==> src/rtl/burst_write_master_fifo.sv <==
// Avalon-MM burst write master fed by an internal show-ahead FIFO.
// A burst is issued only once the FIFO holds all of its words, so data never stalls mid-burst.
module burst_write_master_fifo #(
    parameter int ADDRESS_WIDTH          = 32,
    parameter int DATA_WIDTH             = 32,
    parameter int BYTE_ENABLE_WIDTH      = 4,
    parameter int BYTE_ENABLE_WIDTH_LOG2 = 2,
    parameter int LENGTH_WIDTH           = 16,
    parameter int MAX_BURST              = 8,
    parameter int BURST_WIDTH            = 4,
    parameter int FIFO_DEPTH             = 16,
    parameter int FIFO_AW                = 4
) (
    input  logic                         clk,
    input  logic                         reset,
    output logic [ADDRESS_WIDTH-1:0]     master_address,
    output logic                         master_write,
    output logic [DATA_WIDTH-1:0]        master_writedata,
    output logic [BURST_WIDTH-1:0]       master_burstcount,
    output logic [BYTE_ENABLE_WIDTH-1:0] master_byteenable,
    input  logic                         master_waitrequest,
    input  logic                         ctrl_start,
    input  logic [ADDRESS_WIDTH-1:0]     ctrl_baseaddress,
    input  logic [LENGTH_WIDTH-1:0]      ctrl_length,
    output logic                         ctrl_busy,
    output logic                         ctrl_done,
    input  logic                         user_write,
    input  logic [DATA_WIDTH-1:0]        user_writedata,
    output logic                         user_full,
    output logic                         user_overflow
);

    typedef enum logic [1:0] {IDLE, WAIT_DATA, BURST} state_t;

    state_t                    state_q, state_d;
    logic [DATA_WIDTH-1:0]     mem_q [FIFO_DEPTH];
    logic [FIFO_AW-1:0]        wr_ptr_q, wr_ptr_d, rd_ptr_q, rd_ptr_d;
    logic [FIFO_AW:0]          count_q, count_d;
    logic                      overflow_q, overflow_d;
    logic [ADDRESS_WIDTH-1:0]  address_q, address_d;
    logic                      write_q, write_d;
    logic [BURST_WIDTH-1:0]    burstcount_q, burstcount_d;
    logic [BURST_WIDTH-1:0]    beat_cnt_q, beat_cnt_d;
    logic [LENGTH_WIDTH-1:0]   remaining_q, remaining_d;
    logic                      busy_q, busy_d;
    logic                      done_q, done_d;

    logic                      full_s, push_s, pop_s;
    logic [LENGTH_WIDTH-1:0]   beats_s;

    assign full_s  = (count_q == (FIFO_AW+1)'(FIFO_DEPTH));
    assign push_s  = user_write & ~full_s;
    assign pop_s   = write_q & ~master_waitrequest;
    assign beats_s = (remaining_q < LENGTH_WIDTH'(MAX_BURST)) ? remaining_q : LENGTH_WIDTH'(MAX_BURST);

    assign master_address    = address_q;
    assign master_write      = write_q;
    assign master_writedata  = mem_q[rd_ptr_q];
    assign master_burstcount = burstcount_q;
    assign master_byteenable = {BYTE_ENABLE_WIDTH{1'b1}};
    assign ctrl_busy         = busy_q;
    assign ctrl_done         = done_q;
    assign user_full         = full_s;
    assign user_overflow     = overflow_q;

    // FIFO pointer, occupancy and sticky overflow next-state
    always_comb begin
        wr_ptr_d   = push_s ? wr_ptr_q + FIFO_AW'(1) : wr_ptr_q;
        rd_ptr_d   = pop_s  ? rd_ptr_q + FIFO_AW'(1) : rd_ptr_q;
        overflow_d = overflow_q | (user_write & full_s);
        case ({push_s, pop_s})
            2'b10:   count_d = count_q + (FIFO_AW+1)'(1);
            2'b01:   count_d = count_q - (FIFO_AW+1)'(1);
            default: count_d = count_q;
        endcase
    end

    // Transfer FSM: burst splitting, address advance and completion
    always_comb begin
        state_d      = state_q;
        address_d    = address_q;
        write_d      = write_q;
        burstcount_d = burstcount_q;
        beat_cnt_d   = beat_cnt_q;
        remaining_d  = remaining_q;
        busy_d       = busy_q;
        done_d       = 1'b0;
        case (state_q)
            IDLE: begin
                if (ctrl_start && (ctrl_length != LENGTH_WIDTH'(0))) begin
                    address_d   = ctrl_baseaddress;
                    remaining_d = ctrl_length;
                    busy_d      = 1'b1;
                    state_d     = WAIT_DATA;
                end else if (ctrl_start) begin
                    done_d = 1'b1;
                end else begin
                    state_d = IDLE;
                end
            end
            WAIT_DATA: begin
                if (LENGTH_WIDTH'(count_q) >= beats_s) begin
                    burstcount_d = BURST_WIDTH'(beats_s);
                    beat_cnt_d   = BURST_WIDTH'(beats_s);
                    write_d      = 1'b1;
                    state_d      = BURST;
                end else begin
                    state_d = WAIT_DATA;
                end
            end
            BURST: begin
                if (pop_s) begin
                    beat_cnt_d  = beat_cnt_q - BURST_WIDTH'(1);
                    remaining_d = remaining_q - LENGTH_WIDTH'(1);
                    if (beat_cnt_q == BURST_WIDTH'(1)) begin
                        write_d   = 1'b0;
                        address_d = address_q + (ADDRESS_WIDTH'(burstcount_q) << BYTE_ENABLE_WIDTH_LOG2);
                        if (remaining_q == LENGTH_WIDTH'(1)) begin
                            busy_d  = 1'b0;
                            done_d  = 1'b1;
                            state_d = IDLE;
                        end else begin
                            state_d = WAIT_DATA;
                        end
                    end else begin
                        state_d = BURST;
                    end
                end else begin
                    state_d = BURST;
                end
            end
            default: state_d = IDLE;
        endcase
    end

    // FIFO storage; contents need no reset since the pointers define validity
    always_ff @(posedge clk) begin
        if (push_s) begin
            mem_q[wr_ptr_q] <= user_writedata;
        end
    end

    // State register with asynchronous active-high reset
    always_ff @(posedge clk or posedge reset) begin
        if (reset) begin
            state_q      <= IDLE;
            wr_ptr_q     <= '0;
            rd_ptr_q     <= '0;
            count_q      <= '0;
            overflow_q   <= 1'b0;
            address_q    <= '0;
            write_q      <= 1'b0;
            burstcount_q <= '0;
            beat_cnt_q   <= '0;
            remaining_q  <= '0;
            busy_q       <= 1'b0;
            done_q       <= 1'b0;
        end else begin
            state_q      <= state_d;
            wr_ptr_q     <= wr_ptr_d;
            rd_ptr_q     <= rd_ptr_d;
            count_q      <= count_d;
            overflow_q   <= overflow_d;
            address_q    <= address_d;
            write_q      <= write_d;
            burstcount_q <= burstcount_d;
            beat_cnt_q   <= beat_cnt_d;
            remaining_q  <= remaining_d;
            busy_q       <= busy_d;
            done_q       <= done_d;
        end
    end

endmodule

==> config.mk <==
export PLATFORM = sky130hd
export DESIGN_NAME = burst_write_master_fifo
export DESIGN_NICKNAME = d
export VERILOG_FILES = /design/src/rtl/burst_write_master_fifo.sv
export SDC_FILE = /design/constraint.sdc
export NUM_CORES = 1
export LEC_CHECK = 0
export ABC_AREA = 1
export CAP_MARGIN = 0
export CORE_UTILIZATION = 45
export CTS_CLUSTER_SIZE = 10
export DETAILED_ROUTE_END_ITERATION = 8
export SYNTH_ARGS = -nofsm -noshare
export SYNTH_HDL_FRONTEND = slang
export SYNTH_SLANG_ARGS = --single-unit
==> constraint.sdc <==
create_clock -name clk -period 3.4 [get_ports clk]
set_input_delay 0.85 -clock clk [delete_from_list [all_inputs] [get_ports clk]]
set_output_delay 0.85 -clock clk [all_outputs]
set_load 0.05 [all_outputs]
==> results.py <==
metrics = {
    "global_route": {
        "grt_usage_pct": 23.5,
        "antenna_found_initial": 2,
        "grt_pass1_wl_mm": 102,
        "grt_overflow": 0,
        "grt_max_degree": 131,
        "grt_pass1_vias": 17400,
    },
    "synthesis": {
        "synth.avg_cell_area_sq_um": 11.5,
        "synth_edf_count": 512,
        "synth-adder-area-share_pct": 1.26,
        "yosys.area_share.simple_pct": 13.7,
        "ys_warn_count": 0,
        "synth-compound-area-share_pct": 11.9,
        "synth.area.top_cells": "edfxtp_1 61%, dfrtp_1 7.5%, nor2_1 6.1%, o21ai_0 5.0%, nand2_1 5.0%",
        "synthMuxAreaShare_pct": 0,
        "synth-seq-area-share_pct": 68.8,
        "synth_top_family_by_area": "simple AND/OR/NAND/NOR gates",
        "ys.flop_type": "edfxtp_1",
        "synth_xor_area_share_pct": 0.593,
        "netlist_area_sq_um": 25100,
        "yosysTopAreaCell": "edfxtp_1",
        "yosysTopAreaCellShare_pct": 61.3,
        "syn_inst": 2187,
        "yosys_register_bits": 587,
        "synthArstFlopShare_pct": 12.8,
        "yosysUniqueCellTypes": 34,
    },
    "setup_path": {
        "path_max_fanout": 44,
        "r2r_cells": 15,
        "crit_slowest_cell": "dfrtp_4",
        "rrSetupSlack_ps": 560,
        "crit_type": "flip-flop to output pin",
        "worst_path_dominant_cell_family": "buffers and inverters",
        "end_kind": "output pin",
        "cp_num_buf_inv": 3,
        "critical_path.max_stage_delay_ps": 560,
        "worstPathRequired_ps": 2550,
        "start_kind": "flip-flop",
        "arrival_ps": 2510,
        "r2r-end": "beat_cnt_q[2]$_DFFE_PP0P_",
        "r2r_start": "remaining_q[9]$_DFFE_PP0P_",
        "cp_cell_sequence": "inv_16, buf_6, o21ai_0, o221ai_1, nand3_1, nand2_1, buf_12",
    },
    "power_and_ir_drop": {
        "intPower_mw": 17.1,
        "p_total_mw": 29.1,
        "powerDensity_nw_per_um2": 959,
        "p_sw_mw": 11.9,
        "power_frac_clock_pct": 23.5,
        "pwr-share-seq_pct": 33.2,
        "power.share.switching_pct": 41.0,
        "p_comb_share_pct": 43.3,
        "leakagePower_nw": 10.6,
        "irDropWorstVdd_uv": 1050,
    },
    "placement": {
        "dpl.hpwl_mm": 37.2,
        "preCtsSetupSlack_ps": 425,
        "place_congestion": 0.888,
        "port-buffer-count": 157,
    },
    "hold_path": {
        "worstHoldStart": "user_overflow$_DFF_PP0_",
        "min_path_type": "flip-flop to flip-flop",
        "hold_end": "user_overflow$_DFF_PP0_",
        "min_path_cells": 1,
    },
    "clock_network": {
        "cts_made_buffers": 70,
        "htreeDepth": 3,
        "insertion_delay_ps": 620,
        "cts_root_buffer": "clkbuf_16",
        "clkSinkCount": 587,
        "clockBufferDepth": 3,
        "cts_tree": "built",
        "ctsHoldBuffers": 0,
        "clk_pin_slew_worst_paths_ps": 50,
    },
    "die": {
        "dieHeight_um": 238,
        "ios": 162,
        "die-area_sq_um": 56700,
        "die_w_um": 238,
        "initial_core_util_pct": 45.5,
        "row_count": 86,
        "core_sq_um": 55100,
    },
    "job": {
        "drv_cap": 0,
    },
    "layout": {
        "areaGrowthSynthToFinish_pct": 20.8,
        "drive_above_1_share_pct": 9.05,
        "fillCellCount": 4662,
        "fin_nets": 2466,
    },
    "sta": {
        "fmax_ghz": 0.298,
        "setup_viol": 0,
        "drv_slew": 0,
        "setup_ws_ps": 41.5,
        "rsz0062_at_grt": "true",
        "fin_skew_ps": 27.2,
        "finalCritPeriodShare_pct": 98.8,
        "hold_viol": 0,
        "relSlewSlack_pct": 56.6,
        "fin_crit_ps": 3360,
        "worst_pin_slew_ps": 649,
    },
    "route": {
        "drt-pass1-iter-count": 7,
        "drc": 0,
        "wl_per_cell_um": 21.7,
        "antenna_left": 0,
        "first_iter_violations": 1644,
        "via_count": 17800,
        "vias_per_cell": 5.69,
        "drt-total-wl_mm": 68.2,
    },
    "status": {
        "status": "finished clean",
    },
}
[how the worst max path moves through the flow]
stage,from,endpoint,cells after the start
2_1_floorplan,user_write,mem_q[11][0]$_DFFE_PP_,4
3_3_place_gp,user_write,count_q[4]$_DFFE_PP0P_,12
3_5_place_dp,rd_ptr_q[0]$_DFFE_PP0P_,master_writedata[29],7
4_1_cts,rd_ptr_q[0]$_DFFE_PP0P_,master_writedata[9],7
5_1_grt,rd_ptr_q[0]$_DFFE_PP0P_,master_writedata[9],7
6_report,rd_ptr_q[0]$_DFFE_PP0P_,master_writedata[9],7
[through the flow]
stage	setup TNS [ps]	std cells	area, sq um	utilization [%]	hold WS (ps)
after floorplan	0	2191	25100	-	459
after global placement	0	3023	27900	50.7	451
after detailed placement	0	3023	27900	50.7	451
after CTS	0	3127	30100	54.6	465
after global routing	-132	3134	30300	55.0	493
final	0	3135	30300	55.0	465
[cells in the mapped netlist (3+ instances only)]
| cell type | n |
|---|---|
| o21ai_1 | 47 |
| a21oi_1 | 14 |
| a31oi_1 | 4 |
| dfrtp_1 | 75 |
| xor2_1 | 8 |
| nand3_1 | 86 |
| buf_4 | 10 |
| buf_6 | 14 |
| o211ai_1 | 44 |
| o21ai_0 | 253 |
| nor2_1 | 407 |
| clkbuf_1 | 69 |
| nand2_1 | 336 |
| buf_2 | 32 |
| edfxtp_1 | 512 |
| ha_1 | 22 |
| nand4_1 | 9 |
| xnor2_1 | 9 |
| nand3b_1 | 12 |
| inv_1 | 69 |
| o221ai_1 | 89 |
| nor2_2 | 3 |
| inv_2 | 4 |
| nor3_1 | 3 |
| o22ai_1 | 40 |
[sequential cells by signal, summed over array words and instances (netlist names)]
| register | cells |
|---|---|
| master_write | 1 |
| master_address | 32 |
| rd_ptr_q | 4 |
| master_burstcount | 4 |
| state_q | 2 |
| wr_ptr_q | 4 |
| ctrl_busy | 1 |
| ctrl_done | 1 |
| count_q | 5 |
| mem_q | 512 |
| user_overflow | 1 |
| beat_cnt_q | 4 |
| remaining_q | 16 |
[metal layers]
metal	wire length (um)	part of all wire, %	track usage [%]
met1	29600	43	32.2
met4	1440	2.1	6.72
met3	4120	6.0	3.73
met2	33000	48	39.0
met5	34	0.050	0
[cells by family after synthesis]
group                    count (synthesis)
AO/OA/AOI/OAI                          494
XOR/XNOR                                17
adder cells (fa/ha/maj)                 24
buffers and inverters                  202
flip-flops                             587
other                                    1
AND/OR/NAND/NOR                        862
[layout make-up]
cell class	count	area [sq um]	share of cell area (%)
tap	748	936	3.09
inverter	75	302	0.995
clock buffer	91	1910	6.32
antenna	1	2.50	0.00826
clock inverter	10	143	0.471
timing repair buffer	221	2710	8.93
sequential	587	17300	57.0
multi-input combinational	1402	7040	23.2
[placed cells by master, fill, tap and decap left out, types with 9 or more instances in the layout]
cell type / Yosys / layout
a21oi_1: 14 / 14
buf_12: 0 / 34
buf_4: 10 / 43
clkbuf_1: 69 / 16
clkbuf_16: 0 / 79
clkdlybuf4s50_1: 0 / 125
dfrtp_1: 75 / 71
edfxtp_1: 512 / 512
ha_1: 22 / 22
inv_1: 69 / 67
nand2_1: 336 / 332
nand3_1: 86 / 86
nand3b_1: 12 / 12
nand4_1: 9 / 9
nor2_1: 407 / 391
nor2_4: 0 / 17
o211ai_1: 44 / 44
o21ai_0: 253 / 246
o21ai_1: 47 / 54
o221ai_1: 89 / 89
o22ai_1: 40 / 40
xnor2_1: 9 / 9
[power by group through the flow]
stage	Clock (mW)	Sequential [mW]	Combinational, mW
CTS	6.94	9.62	12.2
finish	6.83	9.64	12.6
global route	7.19	9.75	13.5
global placement	0	9.71	11.8
floorplan	0	10.2	7.04
detailed placement	0	9.73	12.0
[timing repair]
action / 4_1_cts / 5_1_grt
gates cloned: 2 / 6
pin swaps: 0 / 8
setup buffers: 1 / 1
setup endpoints to repair: 29 / 25
resized for setup: 7 / 21
hold endpoints to repair: 0 / 0
Note: power is estimated with default switching activity, not from simulation.
